==> config.mk <==
export PLATFORM = sky130hd
export DESIGN_NAME = dds_sweep_ctrl_flat
export DESIGN_NICKNAME = d
export VERILOG_FILES = /design/src/rtl/dds_pkg.sv /design/src/rtl/dds_sweep_ctrl_if.sv /design/src/rtl/dds_dwell_timer.sv /design/src/rtl/dds_sweep_ctrl.sv /design/src/flat_wrapper.sv
export SDC_FILE = /design/constraint.sdc
export NUM_CORES = 1
export LEC_CHECK = 0
export ABC_AREA = 0
export CORE_MARGIN = 4
export CORE_UTILIZATION = 40
export DETAILED_ROUTE_END_ITERATION = 8
export PLACE_DENSITY = 0.71
export RECOVER_POWER = 50
export SYNTH_ARGS = -nofsm -noshare
export SYNTH_HDL_FRONTEND = slang
export SYNTH_HIERARCHICAL = 1
export SYNTH_SLANG_ARGS = --single-unit
==> constraint.sdc <==
create_clock -name dac_clk -period 7.7 [get_ports dac_clk]
set_clock_uncertainty 0.1 [all_clocks]
set_input_delay 1.54 -clock dac_clk [delete_from_list [all_inputs] [get_ports dac_clk]]
set_output_delay 1.54 -clock dac_clk [all_outputs]
set_load 0.02 [all_outputs]
==> src/rtl/dds_pkg.sv <==
// Shared definitions for the DDS frequency sweep controller: FSM state
// encoding, waveform selector codes and default widths.
// Optional feature macro used by the design: DDS_SWEEP_BIDIR_EN.
package dds_pkg;

  localparam int FW_W_DEFAULT    = 32;
  localparam int DWELL_W_DEFAULT = 24;

  localparam logic [1:0] WAVE_SIN = 2'd0;
  localparam logic [1:0] WAVE_SQU = 2'd1;
  localparam logic [1:0] WAVE_TRI = 2'd2;

  typedef enum logic [1:0] {
    IDLE  = 2'd0,
    SWEEP = 2'd1,
    DONE  = 2'd2
  } sweep_state_t;

endpackage

==> src/rtl/dds_sweep_ctrl_if.sv <==
// Configuration bus of the DDS sweep controller. The master side offers a
// complete sweep description with cfg_valid; the controller raises cfg_ready
// whenever it is not in the middle of a sweep.
interface dds_sweep_ctrl_if
  import dds_pkg::*;
#(
  parameter int FW_W    = FW_W_DEFAULT,
  parameter int DWELL_W = DWELL_W_DEFAULT
);

  logic               cfg_valid;
  logic               cfg_ready;
  logic [FW_W-1:0]    cfg_start_fw;
  logic [FW_W-1:0]    cfg_stop_fw;
  logic [FW_W-1:0]    cfg_step_fw;
  logic [DWELL_W-1:0] cfg_dwell;
  logic [1:0]         cfg_wave;
  logic               cfg_continuous;

  modport master (
    output cfg_valid, cfg_start_fw, cfg_stop_fw, cfg_step_fw,
           cfg_dwell, cfg_wave, cfg_continuous,
    input  cfg_ready
  );

  modport slave (
    input  cfg_valid, cfg_start_fw, cfg_stop_fw, cfg_step_fw,
           cfg_dwell, cfg_wave, cfg_continuous,
    output cfg_ready
  );

endinterface

==> src/rtl/dds_dwell_timer.sv <==
// Dwell timer: counts enabled cycles and flags the last cycle of every
// window of dwell+1 cycles. load restarts the window from zero and
// suppresses the flag in that cycle.
module dds_dwell_timer
  import dds_pkg::*;
#(
  parameter int DWELL_W = DWELL_W_DEFAULT
) (
  input  logic               dac_clk,
  input  logic               rst,
  input  logic               load,
  input  logic               enable,
  input  logic [DWELL_W-1:0] dwell,
  output logic               expire
);

  logic [DWELL_W-1:0] count;

  assign expire = enable && !load && (count == dwell);

  // Cycle counter that wraps to zero at the end of each dwell window
  always_ff @(posedge dac_clk or posedge rst) begin
    if (rst) begin
      count <= '0;
    end else if (load) begin
      count <= '0;
    end else if (enable) begin
      if (count == dwell) begin
        count <= '0;
      end else begin
        count <= count + 1'b1;
      end
    end
  end

endmodule

==> src/rtl/dds_sweep_ctrl.sv <==
// DDS frequency sweep controller. Steps a frequency word from a start value
// to a stop value, holding each value for dwell+1 cycles, optionally looping.
// Define DDS_SWEEP_BIDIR_EN to sweep back down to the start value before the
// sweep ends (or turns around again in continuous mode).
module dds_sweep_ctrl
  import dds_pkg::*;
#(
  parameter int FW_W    = FW_W_DEFAULT,
  parameter int DWELL_W = DWELL_W_DEFAULT
) (
  input  logic            dac_clk,
  input  logic            rst,
  dds_sweep_ctrl_if.slave cfg,
  input  logic            start,
  input  logic            abort,
  output logic [FW_W-1:0] fword,
  output logic [1:0]      wave_change_index,
  output logic            busy,
  output logic            step_tick,
  output logic            sweep_done,
  output logic            cfg_err
);

  sweep_state_t state;

  logic [FW_W-1:0]    sh_start;
  logic [FW_W-1:0]    sh_stop;
  logic [FW_W-1:0]    sh_step;
  logic [DWELL_W-1:0] sh_dwell;
  logic               sh_cont;

  logic               cfg_hs;
  logic [FW_W-1:0]    eff_start;
  logic [FW_W-1:0]    eff_stop;
  logic [FW_W-1:0]    eff_step;
  logic               start_ok;

  logic               timer_load;
  logic               timer_enable;
  logic               dwell_expire;

  logic [FW_W:0]      up_sum;
  logic [FW_W-1:0]    up_next;

`ifdef DDS_SWEEP_BIDIR_EN
  logic               dir_down;
  logic [FW_W:0]      dn_diff;
  logic [FW_W-1:0]    dn_next;
`endif

  assign cfg.cfg_ready = (state != SWEEP);
  assign cfg_hs        = cfg.cfg_valid && cfg.cfg_ready;

  // A start in the same cycle as a handshake must see the config being captured
  assign eff_start = cfg_hs ? cfg.cfg_start_fw : sh_start;
  assign eff_stop  = cfg_hs ? cfg.cfg_stop_fw  : sh_stop;
  assign eff_step  = cfg_hs ? cfg.cfg_step_fw  : sh_step;
  assign start_ok  = (eff_step != '0) && (eff_stop >= eff_start);

  assign timer_load   = start && !abort;
  assign timer_enable = (state == SWEEP);

  // The extra bit catches a carry out, which also lands on the stop value
  assign up_sum  = {1'b0, fword} + {1'b0, sh_step};
  assign up_next = (up_sum >= {1'b0, sh_stop}) ? sh_stop : up_sum[FW_W-1:0];

`ifdef DDS_SWEEP_BIDIR_EN
  // A borrow out of the subtraction means we went below zero, so clamp too
  assign dn_diff = {1'b0, fword} - {1'b0, sh_step};
  assign dn_next = (dn_diff[FW_W] || (dn_diff[FW_W-1:0] <= sh_start)) ? sh_start
                                                                      : dn_diff[FW_W-1:0];
`endif

  dds_dwell_timer #(
    .DWELL_W (DWELL_W)
  ) u_dwell_timer (
    .dac_clk (dac_clk),
    .rst     (rst),
    .load    (timer_load),
    .enable  (timer_enable),
    .dwell   (sh_dwell),
    .expire  (dwell_expire)
  );

  // Sweep FSM with config shadowing; abort beats start, start beats dwell expiry
  always_ff @(posedge dac_clk or posedge rst) begin
    if (rst) begin
      state             <= IDLE;
      fword             <= '0;
      wave_change_index <= WAVE_SIN;
      busy              <= 1'b0;
      step_tick         <= 1'b0;
      sweep_done        <= 1'b0;
      cfg_err           <= 1'b0;
      sh_start          <= '0;
      sh_stop           <= '0;
      sh_step           <= '0;
      sh_dwell          <= '0;
      sh_cont           <= 1'b0;
`ifdef DDS_SWEEP_BIDIR_EN
      dir_down          <= 1'b0;
`endif
    end else begin
      step_tick  <= 1'b0;
      sweep_done <= 1'b0;

      if (cfg_hs) begin
        sh_start          <= cfg.cfg_start_fw;
        sh_stop           <= cfg.cfg_stop_fw;
        sh_step           <= cfg.cfg_step_fw;
        sh_dwell          <= cfg.cfg_dwell;
        sh_cont           <= cfg.cfg_continuous;
        wave_change_index <= cfg.cfg_wave;
        cfg_err           <= 1'b0;
      end

      if (abort) begin
        state <= IDLE;
        busy  <= 1'b0;
      end else if (start) begin
        if (!start_ok) begin
          cfg_err <= 1'b1;
          state   <= IDLE;
          busy    <= 1'b0;
        end else begin
          fword <= eff_start;
          state <= SWEEP;
          busy  <= 1'b1;
`ifdef DDS_SWEEP_BIDIR_EN
          dir_down <= 1'b0;
`endif
        end
      end else if ((state == SWEEP) && dwell_expire) begin
`ifdef DDS_SWEEP_BIDIR_EN
        if (!dir_down) begin
          if (fword == sh_stop) begin
            dir_down  <= 1'b1;
            fword     <= dn_next;
            step_tick <= 1'b1;
          end else begin
            fword     <= up_next;
            step_tick <= 1'b1;
          end
        end else if (fword == sh_start) begin
          if (sh_cont) begin
            dir_down  <= 1'b0;
            fword     <= up_next;
            step_tick <= 1'b1;
          end else begin
            state      <= DONE;
            busy       <= 1'b0;
            sweep_done <= 1'b1;
          end
        end else begin
          fword     <= dn_next;
          step_tick <= 1'b1;
        end
`else
        if (fword == sh_stop) begin
          if (sh_cont) begin
            fword     <= sh_start;
            step_tick <= 1'b1;
          end else begin
            state      <= DONE;
            busy       <= 1'b0;
            sweep_done <= 1'b1;
          end
        end else begin
          fword     <= up_next;
          step_tick <= 1'b1;
        end
`endif
      end
    end
  end

endmodule

==> src/flat_wrapper.sv <==
// flat-port wrapper written by rule: the top's interface ports become plain ports
module dds_sweep_ctrl_flat import dds_pkg::*;
#(
  parameter int FW_W    = FW_W_DEFAULT,
  parameter int DWELL_W = DWELL_W_DEFAULT
)
  (dac_clk, rst, start, abort, fword, wave_change_index, busy, step_tick, sweep_done, cfg_err, cfg_cfg_valid, cfg_cfg_start_fw, cfg_cfg_stop_fw, cfg_cfg_step_fw, cfg_cfg_dwell, cfg_cfg_wave, cfg_cfg_continuous, cfg_cfg_ready);
  dds_sweep_ctrl_if #(.FW_W(FW_W), .DWELL_W(DWELL_W)) cfg_i ();
  input  logic dac_clk;
  input  logic rst;
  input  logic start;
  input  logic abort;
  output logic [FW_W-1:0] fword;
  output logic [1:0] wave_change_index;
  output logic busy;
  output logic step_tick;
  output logic sweep_done;
  output logic cfg_err;
  input wire logic [$bits(cfg_i.cfg_valid)-1:0] cfg_cfg_valid;
  input wire logic [$bits(cfg_i.cfg_start_fw)-1:0] cfg_cfg_start_fw;
  input wire logic [$bits(cfg_i.cfg_stop_fw)-1:0] cfg_cfg_stop_fw;
  input wire logic [$bits(cfg_i.cfg_step_fw)-1:0] cfg_cfg_step_fw;
  input wire logic [$bits(cfg_i.cfg_dwell)-1:0] cfg_cfg_dwell;
  input wire logic [$bits(cfg_i.cfg_wave)-1:0] cfg_cfg_wave;
  input wire logic [$bits(cfg_i.cfg_continuous)-1:0] cfg_cfg_continuous;
  output wire logic [$bits(cfg_i.cfg_ready)-1:0] cfg_cfg_ready;
  assign cfg_i.cfg_valid = cfg_cfg_valid;
  assign cfg_i.cfg_start_fw = cfg_cfg_start_fw;
  assign cfg_i.cfg_stop_fw = cfg_cfg_stop_fw;
  assign cfg_i.cfg_step_fw = cfg_cfg_step_fw;
  assign cfg_i.cfg_dwell = cfg_cfg_dwell;
  assign cfg_i.cfg_wave = cfg_cfg_wave;
  assign cfg_i.cfg_continuous = cfg_cfg_continuous;
  assign cfg_cfg_ready = cfg_i.cfg_ready;
  dds_sweep_ctrl #(.FW_W(FW_W), .DWELL_W(DWELL_W)) u_core (.dac_clk(dac_clk), .rst(rst), .cfg(cfg_i), .start(start), .abort(abort), .fword(fword), .wave_change_index(wave_change_index), .busy(busy), .step_tick(step_tick), .sweep_done(sweep_done), .cfg_err(cfg_err));
endmodule
* After elaboration in Yosys (flattened, before gate mapping)
Cells that the tools add are included.
** Cells by class
- Add/sub/neg operators :: 2
- Order comparisons :: 2
- Eq/ne operators :: 7
- Multiplexer cells :: 38
- Bitwise operators :: 1
- Reduce and logical (&&, ||, !) cells :: 15
** Operators by type and width (number)
- 32-bit 2-to-1 mux :: 9
- 24-bit 2-to-1 mux :: 3
- 32-bit by 32-bit adder with 33-bit output :: 1
- 33-bit by 32-bit greater-or-equal comparator with 1-bit output :: 1
- 32-bit == test :: 1
- 32-bit greater-or-equal comparator :: 1
- 32-bit nonzero test :: 1
- 24-bit by 1-bit adder with 24-bit output, second input constant :: 1
- 24-bit == test :: 1
- 1-bit 2-to-1 mux :: 21
- 2-bit 2-to-1 mux :: 5
- 1-bit logical AND :: 6
- 3-bit nonzero test :: 2
- 2-bit by 1-bit inequality test with 1-bit output, second input constant :: 2
- 4-bit AND reduction :: 1
- 2-bit nonzero test :: 2
- 3-bit by 2-bit inequality test with 1-bit output, second input constant :: 1
- 3-bit inequality test, second input constant :: 1
- 3-bit AND reduction :: 1
- 2-bit by 1-bit == test with 1-bit output, second input constant :: 1
- 1-bit zero test :: 2
- 1-bit inverter :: 1
** Word-level totals
- Flip-flop bits (word level) :: 185
- Input bits :: 128
- Output and inout bits :: 39
- Logic and storage cells :: 78

* Logic depth before layout (Yosys ltp)
- Depth after elaboration :: 9
- Gate-level depth with buffers :: 21
- Depth with buffers taken out :: 19

* By module
Netlist, hierarchy kept.
** Modules (own cells, without submodules)
- dds_sweep_ctrl :: times used 1, cells an instance 1041, area each 10573.9 sq um, seq. area each 4003.8 sq um
- dds_dwell_timer :: times used 1, cells an instance 189, area each 1671.6 sq um, seq. area each 600.6 sq um

* Worst setup path after synthesis
No wires, ideal clock.
- Kind :: input to register
- From :: input port cfg_cfg_valid
- To :: register u_core.fword[0]
- Setup time :: 0.146 ns
- Arrival :: 5.464 ns
- Data required time :: 7.454 ns
- Path slack :: 1.990 ns
- Stages on the path :: 17
- Buffers on the path :: 6
- Cells stage by stage :: nand2_1 clkbuf_1 buf_2 clkbuf_1 clkbuf_1 mux2_2 ha_1 a21o_1 a21o_1 a221oi_1 o211ai_1 a211oi_1 o31ai_1 a31oi_1 buf_2 buf_1 o221ai_1
** On the way
- Cells in the longest elaborated chain, start to end :: 6
- Elaborated cells on any way between the ends :: 11
** RTL lines
- start: declaration :: RTL line flat_wrapper.sv:19 : input wire logic [$bits(cfg_i.cfg_valid)-1:0] cfg_cfg_valid;
- 1-bit logical AND :: RTL line dds_sweep_ctrl.sv:52 : assign cfg_hs = cfg.cfg_valid && cfg.cfg_ready;
- 32-bit 2-to-1 mux :: RTL line dds_sweep_ctrl.sv:56 : assign eff_stop = cfg_hs ? cfg.cfg_stop_fw : sh_stop;
- via u_core.eff_stop[8] :: RTL line dds_sweep_ctrl.sv:34 : logic [FW_W-1:0] eff_stop;
- 32-bit greater-or-equal comparator :: RTL line dds_sweep_ctrl.sv:58 : assign start_ok = (eff_step != '0) && (eff_stop >= eff_start);
- 1-bit logical AND :: RTL line dds_sweep_ctrl.sv:58
- 2-bit by 1-bit inequality test with 1-bit output (no source line)
- 4-bit AND reduction (no source line)
- end signal: assignment :: RTL line dds_sweep_ctrl.sv:126 : fword <= eff_start;
- end signal: assignment :: RTL line dds_sweep_ctrl.sv:161 : fword <= sh_start;
- end signal: assignment :: RTL line dds_sweep_ctrl.sv:169 : fword <= up_next;
- end: declaration :: RTL line dds_sweep_ctrl.sv:16 : output logic [FW_W-1:0] fword,
The timed path passes the listed nets, and every way through them passes these cells. The select of a mux whose other input is x is not followed.
A chain may end at the register's enable or synchronous reset.

* Worst setup path after layout
- From :: input port cfg_cfg_valid
- To :: register u_core.fword[13]
Same word-level chain as after synthesis.

==> impl_metrics.json <==
{
  "outcome": "complete, but fails checks",
  "violations": "max-capacitance violations, max-slew violations",
  "cp.arrival_ps": 6300,
  "timing.fmax_ghz": 0.165,
  "areaGrowthSynthToFinish_pct": 21.8,
  "async_reset_ff_share_pct": 100,
  "antenna_cells": 0,
  "cts_made_buffers": 17,
  "timing.rr.start": "u_core/fword[0]",
  "port_buffers": 166,
  "drive_gt1_share_pct": 10.2,
  "grt_usage_pct": 22.0,
  "insertion_delay_ps": 440,
  "setup_viol": 0,
  "synth_seq_cells": 184,
  "synth_warnings": 6,
  "rows": 63,
  "crit_buf_inv": 3,
  "min_to": "u_core/wave_change_index[0]",
  "core-area_um2": 30000,
  "synth_ff_type": "dfrtp_1",
  "hold_path_depth": 1,
  "hp-start": "u_core/wave_change_index[0]",
  "yosys.area_share.simple_pct": 13.8,
  "ys_seq_area_share_pct": 37.6,
  "grt_pass1_vias": 10249,
  "final.min_clock_period_ps": 6070,
  "setup_tns_ps": 0,
  "drt_iter0_markers": 936,
  "netlist_instances": 1230,
  "clk_pin_slew_worst_paths_ps": 70,
  "die_h_um": 183,
  "start_kind": "input pin",
  "synthAdderAreaFrac_pct": 10.1,
  "regToRegSetupSlack_ps": 1780,
  "dp_slack_ps": 1400,
  "post-cts-setup-buffers": 0,
  "ios": 167,
  "crit_type": "in -> reg",
  "ctsResizeCount": 0,
  "grt_antenna_before_repair": 0,
  "muxShareOfSynthArea_pct": 14.7,
  "ant_nets": 0,
  "cts_max_level": 4,
  "viasPerCell": 5.81,
  "avgRoutedWirePerCell_um": 21.1,
  "die_x_um": 183,
  "dieArea_um2": 33500,
  "grt_pass1_wl_um": 58200,
  "synthesis.area_um2": 12200,
  "cts_buffer_depth": 2,
  "cts.sink_count": 184,
  "syn_area_per_cell_um2": 9.96,
  "vias": 10321,
  "r2r_cells": 20,
  "routed_wl_um": 37500,
  "drc_errors": 0,
  "power_leakage_nw": 6.63,
  "setup.worst_path.end_class": "flop",
  "maxSlewHeadroom_pct": -171,
  "r2r-end": "u_core/fword[9]",
  "rsz0062_at_grt": "false",
  "crit_slowest_cell": "nand2_4",
  "period_share_pct": 78.9,
  "crit_family": "compound AO/OA/AOI/OAI gates",
  "synth_nets": 1456,
  "max_stage_delay_ps": 620,
  "final.setup.worst_slack_ps": 1630,
  "dp_hpwl_um": 28400,
  "cellPowerDensity_nw_per_um2": 392,
  "crit_required_ps": 7920,
  "finalHoldViolCount": 0,
  "worst_slew_pin_slew_ps": 4060,
  "path_max_fanout": 59,
  "drv_slew": 104,
  "gp_congestion": 0.995,
  "cts_tree": "done",
  "start_util_pct": 40.9,
  "cts-root-buf": "clkbuf_16",
  "grt_overflow": 0,
  "crit_chain": "dlygate4sd3_1 -> nand2_4 -> buf_4 -> mux2_2 -> ha_1 -> and2_1 -> a221oi_1 -> o211ai_1 -> a211oi_1 -> o31ai_1 -> a31oi_4 -> buf_12 -> nor3b_1 -> a221o_1",
  "synth_top_family_by_area": "multiplexers",
  "grt_max_degree": 104,
  "peakVddDrop_mv": 0.255,
  "cap_violations": 1,
  "cts.hold.buffers_added": 0,
  "hold_class": "reg -> reg",
  "synth_compound_area_share_pct": 13.2,
  "synth-xor-area-share_pct": 6.21,
  "drt_pass1_iterations": 6,
  "synth_edf_count": 0,
  "nets": 1601,
  "ys_types": 70
}
[metrics by stage]
stage / total power [mW] / cell area [um2] / cells / utilization, % / hold WS [ps]
finish: 5.85 / 14900 / 1777 / 49.8 / 404
global placement: 4.75 / 14300 / 1746 / 47.7 / 385
floorplan: 3.76 / 12200 / 1230 / - / 391
detailed placement: 4.80 / 14300 / 1746 / 47.7 / 397
CTS: 5.83 / 14900 / 1777 / 49.8 / 412
global route: 6.24 / 14900 / 1777 / 49.8 / 428
[routing by layer]
metal  vias to the layer above  global-route usage [%]  share of wire [%]
met5                         -                       0                  0
li1                       4772                       -                  -
met2                       396                    36.6                 48
met3                        66                    4.15                6.2
met4                         0                    6.97                2.9
met1                      5087                    29.3                 43
[worst max-delay path by stage]
stage,startpoint,to,slack (ps),depth (start not counted)
after floorplan,rst,u_core/busy,1740,1
after global placement,cfg_cfg_valid,u_core/fword[27],1470,12
after detailed placement,cfg_cfg_valid,u_core/fword[22],1400,14
after CTS,cfg_cfg_valid,u_core/fword[22],1870,14
after global routing,rst,u_core/fword[10],1230,2
final,cfg_cfg_valid,u_core/fword[13],1630,14
[cells in the mapped netlist (all sizes together) (12+ instances only)]
| master | count | area share (%) |
|---|---|---|
| nor2 | 53 | 1.6 |
| a21oi | 79 | 3.3 |
| nand3 | 34 | 1.4 |
| mux2i | 57 | 4.7 |
| nor3 | 12 | 0.49 |
| buf | 27 | 1.3 |
| nand2 | 91 | 2.8 |
| nor4 | 18 | 1.1 |
| o22ai | 16 | 0.82 |
| dfrtp | 184 | 38 |
| mux2 | 109 | 10 |
| o21ai | 30 | 1.2 |
| xnor2 | 77 | 5.6 |
| inv | 77 | 2.4 |
| clkbuf | 25 | 0.77 |
| ha | 97 | 9.9 |
| nand4 | 48 | 2.5 |
| nor2b | 23 | 1.2 |
| a21o | 29 | 1.8 |
[layout make-up]
| cell class | count | area (um2) |
|---|---|---|
| clock buffers | 18 | 429 |
| flip-flops and latches | 184 | 4600 |
| well taps | 390 | 488 |
| inverters | 77 | 289 |
| multi-input cells | 917 | 7130 |
| clock inverters | 13 | 218 |
| fillers | 2772 | 15000 |
| repair buffers | 178 | 1760 |
[sequential cells by signal (all words and copies together), names as in the netlist, 2 cells and up]
signal,count
u_core/fword,32
u_core/sh_start,32
u_core/sh_step,32
u_core/sh_stop,32
u_core/sh_dwell,24
u_core/u_dwell_timer/count,24
u_core/wave_change_index,2
[power by group]
group          switching [mW]  internal [mW]  leakage [nW]
combinational            1.88           1.47          4.11
sequential              0.320           1.18          2.22
clock                   0.410          0.581         0.308
total                    2.61           3.24          6.63
[placed cells by master (no fill, tap or decap), types with 23 or more instances in the layout]
| master | synthesis | routed |
|---|---|---|
| inv_1 | 75 | 75 |
| ha_1 | 97 | 97 |
| nand4_1 | 47 | 47 |
| dfrtp_1 | 184 | 184 |
| mux2i_1 | 57 | 57 |
| clkdlybuf4s50_1 | 0 | 148 |
| nor2_1 | 53 | 53 |
| a21oi_1 | 77 | 77 |
| nor2b_1 | 23 | 23 |
| nand2_1 | 91 | 89 |
| mux2_2 | 94 | 78 |
| xnor2_1 | 76 | 76 |
| nand3_1 | 34 | 34 |
| a21o_1 | 29 | 29 |
| mux2_1 | 15 | 31 |
[cells by family (layout without fill, tap and decap cells)]
kind of cell / Yosys count / count (layout)
and+or+nand+nor: 325 / 325
AOI/OAI and AO/OA: 242 / 242
DFF: 184 / 184
muxes: 166 / 166
buffers and inverters: 129 / 286
adders and majority gates: 98 / 98
xor gates and xnor gates: 86 / 86
Note: power is estimated with default switching activity, not from simulation.
